$ cat src/rtl/game_state_controller.sv
// Match-flow sequencer: START -> (COUNTDOWN) -> PLAY -> WIN/LOSE/DRAW -> START.
// Define GAME_COUNTDOWN_EN to include the pre-round 3-2-1 countdown.
module game_state_controller #(
  parameter logic [31:0] START_CODE_A    = 32'h20DF_5BA4,
  parameter logic [31:0] START_CODE_B    = 32'h20DF_5AA5,
  parameter logic [31:0] RESTART_CODE    = 32'h20DF_10EF,
  parameter int          COUNT_FRAMES    = 60,
  parameter int          END_HOLD_FRAMES = 120
) (
  input  logic        clk_in,
  input  logic        rst_in,
  input  logic        nf_in,
  input  logic        ir_valid_in,
  input  logic [31:0] ir_in,
  input  logic        attack_valid_in,
  input  logic [2:0]  player_health_in,
  input  logic [2:0]  opponent_health_in,
  output logic [2:0]  state_out,
  output logic        display_start_out,
  output logic        game_active_out,
  output logic        end_win_out,
  output logic        end_lose_out,
  output logic        end_draw_out,
  output logic [1:0]  countdown_out,
  output logic [15:0] round_frames_out
);

  typedef enum logic [2:0] {
    ST_START     = 3'd0,
    ST_COUNTDOWN = 3'd1,
    ST_PLAY      = 3'd2,
    ST_WIN       = 3'd3,
    ST_LOSE      = 3'd4,
    ST_DRAW      = 3'd5
  } state_t;

  localparam int             HW       = $clog2(END_HOLD_FRAMES + 2);
  localparam logic [HW-1:0]  HOLD_MAX = HW'(END_HOLD_FRAMES);

  state_t          state;
  state_t          state_nxt;
  logic            ever_attack;
  logic            ever_attack_nxt;
  logic [15:0]     round_nxt;
  logic [HW-1:0]   hold_cnt;
  logic [HW-1:0]   hold_nxt;
  logic            start_hit;
  logic            restart_hit;
  logic            end_armed;

`ifdef GAME_COUNTDOWN_EN
  localparam int             CW      = $clog2(COUNT_FRAMES + 1);
  localparam logic [CW-1:0]  CF_LAST = CW'(COUNT_FRAMES - 1);

  logic [CW-1:0]   digit_cnt;
  logic [CW-1:0]   digit_cnt_nxt;
  logic [1:0]      countdown_nxt;
`else
  // COUNT_FRAMES has no role when the countdown is compiled out.
  logic unused_count_frames;
  assign unused_count_frames = (COUNT_FRAMES == 0);
  assign countdown_out       = 2'd0;
`endif

  assign start_hit   = ir_valid_in && ((ir_in == START_CODE_A) || (ir_in == START_CODE_B));
  assign restart_hit = ir_valid_in && ((ir_in == RESTART_CODE) || (ir_in == START_CODE_A) ||
                                       (ir_in == START_CODE_B));
  assign end_armed   = ever_attack || attack_valid_in;

  always_comb begin
    state_nxt       = state;
    ever_attack_nxt = ever_attack;
    round_nxt       = round_frames_out;
    hold_nxt        = hold_cnt;
`ifdef GAME_COUNTDOWN_EN
    digit_cnt_nxt   = digit_cnt;
    countdown_nxt   = countdown_out;
`endif
    case (state)
      ST_START: begin
        if (start_hit) begin
`ifdef GAME_COUNTDOWN_EN
          state_nxt     = ST_COUNTDOWN;
          countdown_nxt = 2'd3;
          digit_cnt_nxt = '0;
`else
          state_nxt     = ST_PLAY;
`endif
          round_nxt       = 16'd0;
          ever_attack_nxt = 1'b0;
        end
      end
`ifdef GAME_COUNTDOWN_EN
      ST_COUNTDOWN: begin
        if (nf_in) begin
          if (digit_cnt == CF_LAST) begin
            digit_cnt_nxt = '0;
            countdown_nxt = countdown_out - 2'd1;
            if (countdown_out == 2'd1) state_nxt = ST_PLAY;
          end else begin
            digit_cnt_nxt = digit_cnt + CW'(1);
          end
        end
      end
`endif
      ST_PLAY: begin
        if (attack_valid_in) ever_attack_nxt = 1'b1;
        if (nf_in && (round_frames_out != 16'hFFFF)) round_nxt = round_frames_out + 16'd1;
        // Health only matters once an attack has been seen, so zeroed power-up values are harmless.
        if (end_armed) begin
          if ((player_health_in == 3'd0) && (opponent_health_in == 3'd0)) begin
            state_nxt = ST_DRAW;
            hold_nxt  = '0;
          end else if (player_health_in == 3'd0) begin
            state_nxt = ST_LOSE;
            hold_nxt  = '0;
          end else if (opponent_health_in == 3'd0) begin
            state_nxt = ST_WIN;
            hold_nxt  = '0;
          end
        end
      end
      ST_WIN, ST_LOSE, ST_DRAW: begin
        if (hold_cnt == HOLD_MAX) begin
          if (restart_hit) begin
            state_nxt       = ST_START;
            round_nxt       = 16'd0;
            ever_attack_nxt = 1'b0;
            hold_nxt        = '0;
          end
        end else if (nf_in) begin
          hold_nxt = hold_cnt + HW'(1);
        end
      end
      default: begin
        state_nxt       = ST_START;
        round_nxt       = 16'd0;
        ever_attack_nxt = 1'b0;
        hold_nxt        = '0;
      end
    endcase
`ifdef GAME_COUNTDOWN_EN
    if (state_nxt != ST_COUNTDOWN) countdown_nxt = 2'd0;
`endif
  end

  // Flags are decoded from the next state so they always agree with state_out.
  always_ff @(posedge clk_in) begin
    if (rst_in) begin
      state             <= ST_START;
      state_out         <= 3'd0;
      display_start_out <= 1'b1;
      game_active_out   <= 1'b0;
      end_win_out       <= 1'b0;
      end_lose_out      <= 1'b0;
      end_draw_out      <= 1'b0;
      round_frames_out  <= 16'd0;
      ever_attack       <= 1'b0;
      hold_cnt          <= '0;
`ifdef GAME_COUNTDOWN_EN
      digit_cnt         <= '0;
      countdown_out     <= 2'd0;
`endif
    end else begin
      state             <= state_nxt;
      state_out         <= state_nxt;
      display_start_out <= (state_nxt == ST_START);
      game_active_out   <= (state_nxt == ST_PLAY);
      end_win_out       <= (state_nxt == ST_WIN);
      end_lose_out      <= (state_nxt == ST_LOSE);
      end_draw_out      <= (state_nxt == ST_DRAW);
      round_frames_out  <= round_nxt;
      ever_attack       <= ever_attack_nxt;
      hold_cnt          <= hold_nxt;
`ifdef GAME_COUNTDOWN_EN
      digit_cnt         <= digit_cnt_nxt;
      countdown_out     <= countdown_nxt;
`endif
    end
  end

endmodule

$ cat config.mk
export PLATFORM = sky130hd
export DESIGN_NAME = game_state_controller
export DESIGN_NICKNAME = d
export VERILOG_FILES = /design/src/rtl/game_state_controller.sv
export SDC_FILE = /design/constraint.sdc
export NUM_CORES = 1
export LEC_CHECK = 0
export BUFFER_PORTS_ARGS = -buffer_cell sky130_fd_sc_hd__buf_2
export CORE_ASPECT_RATIO = 0.75
export CORE_MARGIN = 2
export CORE_UTILIZATION = 29
export DETAILED_ROUTE_END_ITERATION = 8
export GPL_ROUTABILITY_DRIVEN = 1
export PLACE_DENSITY = 0.56
export SYNTH_ARGS = -nofsm -noshare
export SYNTH_HDL_FRONTEND = slang
export SYNTH_SLANG_ARGS = --single-unit
$ cat constraint.sdc
create_clock -name clk_in -period 5.5 [get_ports clk_in]
set_input_delay 0.55 -clock clk_in [delete_from_list [all_inputs] [get_ports clk_in]]
set_output_delay 0.55 -clock clk_in [all_outputs]
set_load 0.05 [all_outputs]
==> results of run 1 <==
final cells by class:
cell class | instances | area, µm² | area share (%)
tap | 81 | 101 | 4.22
clock inverter | 3 | 42.5 | 1.77
multi-input combinational | 172 | 1170 | 48.6
inverter | 13 | 48.8 | 2.03
timing repair buffer | 66 | 330 | 13.8
sequential | 32 | 641 | 26.7
clock buffer | 5 | 68.8 | 2.87
per-stage QoR:
| stage | power [µW] | setup WS, ps | std cells | util [%] |
|---|---|---|---|---|
| floorplan | 251 | 2980 | 223 | - |
| global placement | 267 | 2540 | 364 | 36.4 |
| detailed placement | 267 | 2450 | 364 | 36.4 |
| CTS | 494 | 2750 | 372 | 38.2 |
| global route | 506 | 2560 | 372 | 38.2 |
| finish | 485 | 2750 | 372 | 38.2 |
sequential cells by signal (all words and copies together) (netlist names):
register / flops
display_start_out: 1
end_draw_out: 1
end_lose_out: 1
end_win_out: 1
ever_attack: 1
game_active_out: 1
hold_cnt: 7
round_frames_out: 16
state: 3
how the worst max path moves through the flow:
| stage | start | end | slack, ps |
|---|---|---|---|
| 3_5_place_dp | ir_in[3] | round_frames_out[5] | 2450 |
| 2_1_floorplan | ir_in[3] | round_frames_out[11] | 2980 |
| 3_3_place_gp | ir_in[3] | round_frames_out[5] | 2540 |
| 5_1_grt | ir_in[8] | round_frames_out[5] | 2560 |
| 6_report | ir_in[3] | round_frames_out[5] | 2750 |
| 4_1_cts | ir_in[3] | round_frames_out[5] | 2750 |
layer usage:
layer / share of wire (%) / routed length, µm / up-vias / track usage (%)
li1: - / - / 937 / -
met4: 0.86 / 41 / 0 / 3.44
met3: 5.5 / 260 / 5 / 3.90
met2: 42 / 1990 / 46 / 19.9
met5: 0 / 0 / - / 0
met1: 52 / 2470 / 858 / 19.7
worst max-delay path, delay by kind of cell:
kind | cells | cell delay, ps
buffers and inverters | 1 | 100
AOI/OAI and AO/OA | 2 | 1050
and+or+nand+nor | 3 | 900
muxes | 1 | 320
kinds of logic (layout without fill, tap and decap cells):
kind of cell | after synthesis | in the layout | share of synthesized area, %
DFF | 32 | 32 | 34.0
xor gates and xnor gates | 13 | 13 | 6.43
muxes | 7 | 7 | 3.91
AOI/OAI and AO/OA | 41 | 41 | 19.2
adders and majority gates | 3 | 3 | 1.99
and+or+nand+nor | 106 | 106 | 30.0
buffers and inverters | 19 | 87 | 4.38
other | 1 | 2 | 0.199
synth_stat cells (all sizes together), types with 4 or more instances:
library cell / n
nor2b: 7
mux2i: 4
nand3: 7
xnor2: 9
nor2: 30
nand4: 10
nand2: 18
xor2: 4
a21oi: 11
o211ai: 6
inv: 13
nor3: 5
a211oi: 4
dfxtp: 32
nor4b: 4
where the power goes:
part / switching (µW) / leakage [µW] / internal, µW
Combinational: 15.5 / 0.000649 / 15.0
Clock: 89.4 / 0.0000541 / 134
Sequential: 0.0000000350 / 0.000258 / 232
Total: 105 / 0.000960 / 380
==> impl_metrics.py, run 1 <==
metrics = {
    "worst_setup_path": {
        "worst_r2r_endpoint": "round_frames_out[5]",
        "critical_path.max_fanout": 12,
        "crit_arrival_ps": 2920,
        "timing.rr.start": "state[0]",
        "required_ps": 5670,
        "timing.critical_path.cells": "buf_2 > nand4b_1 > or4_4 > a2111o_4 > a21oi_2 > nand4_1 > mux2_1",
        "timing.critical_path.from_type": "primary input",
        "rr_worst_depth": 6,
        "crit_type": "in2reg",
        "critical-path-max-stage-delay_ps": 550,
        "crit_slowest_cell": "or4_4",
        "endpoint_kind": "flop",
        "timing.reg2reg.setup_slack_ps": 2940,
    },
    "clock_tree": {
        "postCtsSetupBuffers": 0,
        "clockRootBuffer": "clkbuf_8",
        "cts_repair_resize_count": 0,
        "clock_latency_ps": 280,
        "worst_setup_hold_path_clk_slew_ps": 70,
        "tritoncts": "yes",
        "clock-sinks": 32,
        "number_of_buffers_created_by_cts": 5,
        "max-clock-path-buffers": 2,
        "holdBufCountCts": 0,
        "cts_max_level": 2,
    },
    "routing": {
        "viasPerCell": 4.96,
        "drt_first_pass_iters": 4,
        "vias": 1846,
        "number_of_remaining_drc_errors": 0,
        "detail_route.wirelength_mm": 4.76,
        "wl_per_cell_um": 12.8,
        "initialDrtViolationCount": 83,
        "ant_nets": 0,
    },
    "final_layout": {
        "area_growth_pct": 27.2,
        "filler_cell_count": 639,
        "final_cell_mix": "66 x buf_2, 32 x dfxtp_1, 30 x nor2_1, 18 x nand2_1, 13 x inv_1",
        "finalInstanceArea_um2": 2400,
        "total_number_of_nets_in_the_final_design": 336,
        "drive_above_1_share_pct": 31.3,
        "diodes": 0,
        "most_common_cell_after_layout_fill_and_taps_aside": "buf_2",
    },
    "grt": {
        "first_global_vias": 1640,
        "global_route.usage.total_pct": 13.6,
        "antenna_violations_before_repair": 0,
        "grt_start_max_net_pins": 16,
        "globalRoute.totalOverflow": 0,
        "grt_first_pass_wirelength_mm": 7.97,
    },
    "synth": {
        "post_synthesis_instance_area_um2": 1890,
        "synthTopCellsByArea": "dfxtp_1 34%, nor2_1 6.0%, xnor2_1 3.7%, nand2_1 3.6%, nand4_1 3.3%",
        "synth_area_leader_cell": "dfxtp_1",
        "yosys_most_used_dff": "dfxtp_1",
        "synth.yosys.seq_area_share_pct": 34.0,
        "yosys_warnings": 0,
        "synthesis.instances": 222,
        "synth_area_per_inst_um2": 8.50,
        "library_cells_used_by_synthesis": 49,
        "synthDominantCellAreaShare_pct": 34.0,
        "postSynthRegisterBits": 32,
        "synth_enable_flop_cells": 0,
        "postSynth.asyncResetShare_pct": 0,
    },
    "min_path": {
        "min-delay-path-class": "reg2reg",
        "source_of_the_worst_hold_timing_path": "ever_attack",
        "holdPathEnd": "ever_attack",
        "worstHoldPathCells": 2,
    },
    "die": {
        "core_area_um2": 6290,
        "start_util_pct": 30.0,
        "design.portCount": 69,
        "placementRows": 25,
        "die_height_um": 73.9,
        "die_width_um": 97.1,
        "die_area_um2": 7170,
    },
    "sta": {
        "fin_crit_sh_pct": 49.9,
        "worst_clock_skew_ps": 5.76,
        "tightestPinTransition_ps": 961,
        "finalHoldWorstSlack_ps": 466,
        "final-setup-viol-count": 0,
        "number_of_max_slew_violations_in_the_final_report": 0,
        "maxSlewHeadroom_pct": 35.5,
        "achievable-frequency_mhz": 364,
        "grt_setup_unrepaired": "false",
        "period_minus_slack_ps": 2750,
        "setup-tns-final_ps": 0,
        "hold_violations": 0,
    },
    "run_status": {
        "run_status": "finished clean",
    },
    "power": {
        "power_density_relative_to_cell_area_nw_per_um2": 202,
        "vdd.ir_drop.worst_uv": 97.7,
        "leakage_uw": 0.000960,
    },
    "place": {
        "port-buffer-count": 66,
        "detailed_place.area_um2": 2290,
        "dp_hpwl_mm": 3.77,
        "gpl.final_weighted_congestion": 0.778,
    },
    "job": {
        "max_cap_viol_count": 0,
    },
}
Note: power is estimated with default switching activity, not from simulation.
==> run 2, diff against run 1 <==
clock period = 2.76 ns   (was 5.5 ns; I/O delays follow)
==> run 2 against run 1 <==
Net effect:
- sequential share of layout area barely moved
- via count shrank 0.76%
- critical path depth unchanged
- hold slack worse by 210 ps
- combinational power increased by 110%
- critical endpoint is now round_frames_out[13]
- clock power is 63% higher
- sequential cell count did not move
- highest routed layer unchanged
- wire length up 1.2%
==> impl_metrics.py, run 2 (synthesis results as in run 1) <==
metrics = {
    "worst_setup_path": {
        "crit_type": "reg2reg",
        "timing.critical_path.from_type": "flop",
        "worst_r2r_endpoint": "round_frames_out[13]",
        "timing.reg2reg.setup_slack_ps": 420,
        "critical_path.max_fanout": 11,
        "required_ps": 2970,
        "crit_arrival_ps": 2550,
        "rr_worst_depth": 7,
        "cpMostUsedCell": "a21oi_2",
        "timing.rr.start": "round_frames_out[10]",
        "critical-path-max-stage-delay_ps": 600,
        "timing.critical_path.cells": "nand4_1 > or4_1 > a21oi_2 > a21oi_2 > buf_4 > a21bo_2 > a21oi_1",
        "crit_slowest_cell": "or4_1",
        "endpoint_kind": "flop",
    },
    "routing": {
        "number_of_remaining_drc_errors": 0,
        "viasPerCell": 4.89,
        "vias": 1832,
        "initialDrtViolationCount": 62,
        "detail_route.wirelength_mm": 4.82,
        "drt_first_pass_iters": 4,
        "wl_per_cell_um": 12.9,
        "ant_nets": 0,
    },
    "power": {
        "pwr-share-comb_pct": 7.0,
        "power.net_switching_uw": 196,
        "share_clk_of_total_power_pct": 41.0,
        "sequentialPowerShare_pct": 52.0,
        "leakage_uw": 0.000972,
        "internal_power_uw": 692,
        "swShare_pct": 22.1,
        "power_density_relative_to_cell_area_nw_per_um2": 369,
        "vdd.ir_drop.worst_uv": 161,
    },
    "clock_tree": {
        "clockRootBuffer": "clkbuf_8",
        "cts_repair_resize_count": 0,
        "number_of_buffers_created_by_cts": 5,
        "tritoncts": "yes",
        "clock_latency_ps": 280,
        "cts_max_level": 2,
        "max-clock-path-buffers": 2,
        "holdBufCountCts": 0,
        "postCtsSetupBuffers": 0,
        "worst_setup_hold_path_clk_slew_ps": 70,
        "clock-sinks": 32,
    },
    "sta": {
        "postLayoutSetupSlackWorst_ps": 423,
        "number_of_max_slew_violations_in_the_final_report": 0,
        "grt_setup_unrepaired": "false",
        "finalHoldWorstSlack_ps": 257,
        "final-setup-viol-count": 0,
        "achievable-frequency_mhz": 428,
        "period_minus_slack_ps": 2340,
        "tightestPinTransition_ps": 998,
        "fin_crit_sh_pct": 84.7,
        "worst_clock_skew_ps": 6.20,
        "setup-tns-final_ps": 0,
        "hold_violations": 0,
        "maxSlewHeadroom_pct": 33.0,
    },
    "final_layout": {
        "total_number_of_nets_in_the_final_design": 339,
        "final_cell_count_no_fill": 375,
        "most_common_cell_after_layout_fill_and_taps_aside": "buf_2",
        "diodes": 0,
        "largest-register": "round_frames_out",
        "largest_reg_flops": 16,
        "finish.utilization_pct": 38.2,
        "biggestRegsByFlops": "round_frames_out (16), hold_cnt (7), state (3)",
        "area_growth_pct": 27.4,
        "final_cell_mix": "66 x buf_2, 32 x dfxtp_1, 30 x nor2_1, 18 x nand2_1, 13 x inv_1",
        "drive_above_1_share_pct": 32.0,
    },
    "die": {
        "placementRows": 25,
        "core_area_um2": 6290,
        "die_area_um2": 7170,
        "die_width_um": 97.1,
        "start_util_pct": 30.0,
        "die_height_um": 73.9,
        "design.portCount": 69,
    },
    "job": {
        "max_cap_viol_count": 0,
    },
    "run_status": {
        "run_status": "finished clean",
    },
    "min_path": {
        "source_of_the_worst_hold_timing_path": "attack_valid_in",
        "worstHoldPathCells": 3,
        "min-delay-path-class": "in2reg",
        "holdPathEnd": "ever_attack",
    },
    "grt": {
        "grt_start_max_net_pins": 14,
        "grt_first_pass_wirelength_mm": 7.87,
        "antenna_violations_before_repair": 0,
        "globalRoute.totalOverflow": 0,
        "first_global_vias": 1644,
        "global_route.usage.total_pct": 13.5,
    },
    "place": {
        "dp_worst_setup_slack_ps": 306,
        "dp_hpwl_mm": 3.84,
        "gpl.final_weighted_congestion": 0.807,
        "dp.cells": 367,
        "port-buffer-count": 66,
    },
}
[run 2: final cells by class]
class / count / area (µm²)
clock inverter: 2 / 10.0
timing repair buffer: 69 / 353
tap: 81 / 101
sequential: 32 / 641
fill: 651 / 3880
multi-input combinational: 172 / 1170
clock buffer: 6 / 82.6
inverter: 13 / 48.8
[run 2: worst max-delay path by stage]
stage / cells past startpoint / end / startpoint
2_1_floorplan: 7 / round_frames_out[5] / round_frames_out[0]
5_1_grt: 6 / round_frames_out[8] / state[0]
4_1_cts: 6 / round_frames_out[8] / state[0]
3_5_place_dp: 7 / round_frames_out[11] / ir_in[3]
6_report: 7 / round_frames_out[13] / round_frames_out[10]
3_3_place_gp: 7 / round_frames_out[11] / ir_in[3]
[run 2: layer usage]
metal / routed length (µm) / track usage (%)
met2: 2040 / 20.4
met5: 0 / 0
met3: 188 / 3.43
met1: 2540 / 19.1
met4: 52 / 3.91
[run 2: critical path, delay by kind of cell (launching register included)]
kind | cells | cell delay [ps]
AOI/OAI and AO/OA | 4 | 800
buffers and inverters | 1 | 210
DFF | 1 | 440
and+or+nand+nor | 2 | 820
[run 2: per-stage QoR]
stage               total power (µW)  cell area [µm²]
detailed placement               535             2310
global placement                 534             2310
CTS                              905             2400
global route                     934             2400
finish                           888             2400
floorplan                        500             1890
[run 2: power groups by stage]
stage	sequential (µW)	clock (µW)	combinational (µW)
after floorplan	472	0	27.8
after global placement	472	0	62.0
after detailed placement	472	0	62.7
after CTS	462	381	62.8
after global routing	461	405	68.3
final	462	364	62.6
==> run 3, diff against run 2 <==
PLACE_DENSITY = 0.57   (was 0.56)
clock period = 1.9 ns   (was 2.76 ns; I/O delays follow)
==> run 3 against run 2 <==
Net effect:
- the flow now finishes with violations (negative setup slack)
- maximum frequency up 13%
- worst setup slack got worse by 590 ps
- sequential power increased by 41%
- sequential share of layout area is 4.5 points lower
- sequential cell count stayed put
- combinational power rose by 63%
- non-clock buffer count increased by 67
- critical path depth is 1 higher
- die area is the same
- final cell count grew 18%
- hold slack worse by 100 ps
- critical endpoint is now round_frames_out[7]
- largest cell class unchanged
- largest power group unchanged
- highest routed layer unchanged
==> impl_metrics.py, run 3 (synthesis results as in run 1) <==
metrics = {
    "final_layout": {
        "finalInstanceArea_um2": 3150,
        "biggestRegsByFlops": "round_frames_out (16), hold_cnt (7), state (3)",
        "final_cell_count_no_fill": 442,
        "largest-register": "round_frames_out",
        "diodes": 0,
        "final_cell_mix": "66 x buf_2, 64 x buf_4, 29 x nor2_1, 16 x nand2_1, 12 x dfxtp_4",
        "largest_reg_flops": 16,
        "total_number_of_nets_in_the_final_design": 406,
        "most_common_cell_after_layout_fill_and_taps_aside": "buf_2",
        "area_growth_pct": 66.9,
        "drive_above_1_share_pct": 54.6,
    },
    "die": {
        "die_height_um": 73.9,
        "design.portCount": 69,
        "die_width_um": 97.1,
        "core_area_um2": 6290,
        "start_util_pct": 30.0,
        "placementRows": 25,
        "die_area_um2": 7170,
    },
    "routing": {
        "number_of_remaining_drc_errors": 0,
        "vias": 2111,
        "detail_route.wirelength_mm": 5.65,
        "wl_per_cell_um": 12.8,
        "ant_nets": 0,
        "initialDrtViolationCount": 94,
        "drt_first_pass_iters": 4,
        "viasPerCell": 4.78,
    },
    "place": {
        "gpl.final_weighted_congestion": 0.850,
        "dp_hpwl_mm": 4.43,
        "detailed_place.area_um2": 2810,
        "dp.cells": 421,
        "port-buffer-count": 66,
    },
    "clock_tree": {
        "clock_latency_ps": 290,
        "tritoncts": "yes",
        "worst_setup_hold_path_clk_slew_ps": 70,
        "clock-sinks": 32,
        "max-clock-path-buffers": 2,
        "cts_max_level": 2,
        "clockRootBuffer": "clkbuf_8",
        "number_of_buffers_created_by_cts": 5,
    },
    "sta": {
        "hold_violations": 0,
        "fin_crit_sh_pct": 109,
        "worst_clock_skew_ps": 6.38,
        "achievable-frequency_mhz": 483,
        "final-setup-viol-count": 27,
        "grt_setup_unrepaired": "true",
        "finalHoldWorstSlack_ps": 155,
        "tightestPinTransition_ps": 574,
        "setup-tns-final_ps": -2080,
        "period_minus_slack_ps": 2070,
        "postLayoutSetupSlackWorst_ps": -171,
        "maxSlewHeadroom_pct": 61.3,
        "number_of_max_slew_violations_in_the_final_report": 0,
    },
    "job": {
        "max_cap_viol_count": 0,
    },
    "power": {
        "share_clk_of_total_power_pct": 46.1,
        "power_density_relative_to_cell_area_nw_per_um2": 445,
        "sequentialPowerShare_pct": 46.6,
        "power.net_switching_uw": 307,
        "internal_power_uw": 1090,
        "total_power_uw": 1400,
        "swShare_pct": 21.9,
        "pwr-share-comb_pct": 7.3,
        "leakage_uw": 0.00137,
        "vdd.ir_drop.worst_uv": 339,
    },
    "grt": {
        "grt_start_max_net_pins": 11,
        "first_global_vias": 2034,
        "global_route.usage.total_pct": 16.4,
        "globalRoute.totalOverflow": 0,
        "antenna_violations_before_repair": 0,
        "grt_first_pass_wirelength_mm": 9.42,
    },
    "min_path": {
        "worstHoldPathCells": 3,
        "min-delay-path-class": "in2reg",
    },
    "worst_setup_path": {
        "timing.critical_path.from_type": "flop",
        "critical-path-max-stage-delay_ps": 420,
        "required_ps": 2120,
        "crit_arrival_ps": 2290,
        "timing.reg2reg.setup_slack_ps": -170,
        "crit_slowest_cell": "a2111o_4",
        "critical_path.max_fanout": 5,
        "timing.critical_path.cells": "inv_2 > ha_4 > nand3b_1 > o22a_1 > a2111o_4 > a2111oi_4 > nand4_1 > a21oi_1",
        "endpoint_kind": "flop",
        "crit_type": "reg2reg",
        "rr_worst_depth": 8,
    },
    "run_status": {
        "failing_checks": "negative setup slack",
        "run_status": "finished, violations left",
    },
}
-- run 3: cell type report --
type | count | area [µm²]
Multi-Input combinational cell | 172 | 1300
Fill cell | 606 | 3140
Tap cell | 81 | 101
Timing Repair Buffer | 136 | 896
Clock buffer | 6 | 72.6
Clock inverter | 2 | 35.0
Sequential cell | 32 | 697
Inverter | 13 | 48.8
-- run 3: what timing repair did --
action	CTS	global route
endpoints found under the hold margin	0	0
resized for setup	20	8
pin swaps	10	5
setup buffers	11	2
hold buffers	0	0
endpoints found under the setup margin	28	30
-- run 3: critical path: cells and delay by family (launching register included) --
kind            cells  cell delay, ps
fa+ha+maj           1             110
flops               1             330
simple gates        2             280
buf+inv             1              60
compound gates      4            1230
-- run 3: power by group through the flow --
stage | registers [µW] | logic, µW | clock network (µW)
after CTS | 653 | 101 | 667
after global routing | 652 | 113 | 694
final | 653 | 102 | 647
after detailed placement | 669 | 97.3 | 0
after floorplan | 669 | 40.7 | 0
after global placement | 669 | 95.2 | 0
-- run 3: final timing paths --
check / start / endpoint
worst max-delay path: hold_cnt[1] / round_frames_out[7]
worst max register to register: hold_cnt[1] / round_frames_out[7]
worst min-delay path: attack_valid_in / ever_attack
worst min register to register: ever_attack / ever_attack
-- run 3: stage by stage --
step / utilization [%] / worst slack (ps)
finish: 50.1 / -171
floorplan: - / -210
detailed placement: 44.7 / -462
global route: 50.1 / -282
CTS: 49.2 / -147
global placement: 44.7 / -394
-- run 3: layer usage --
layer,wire length (µm),global-route usage [%]
met2,2300,25.4
met5,0,0
met3,433,3.62
met1,2840,22.6
met4,83,6.26
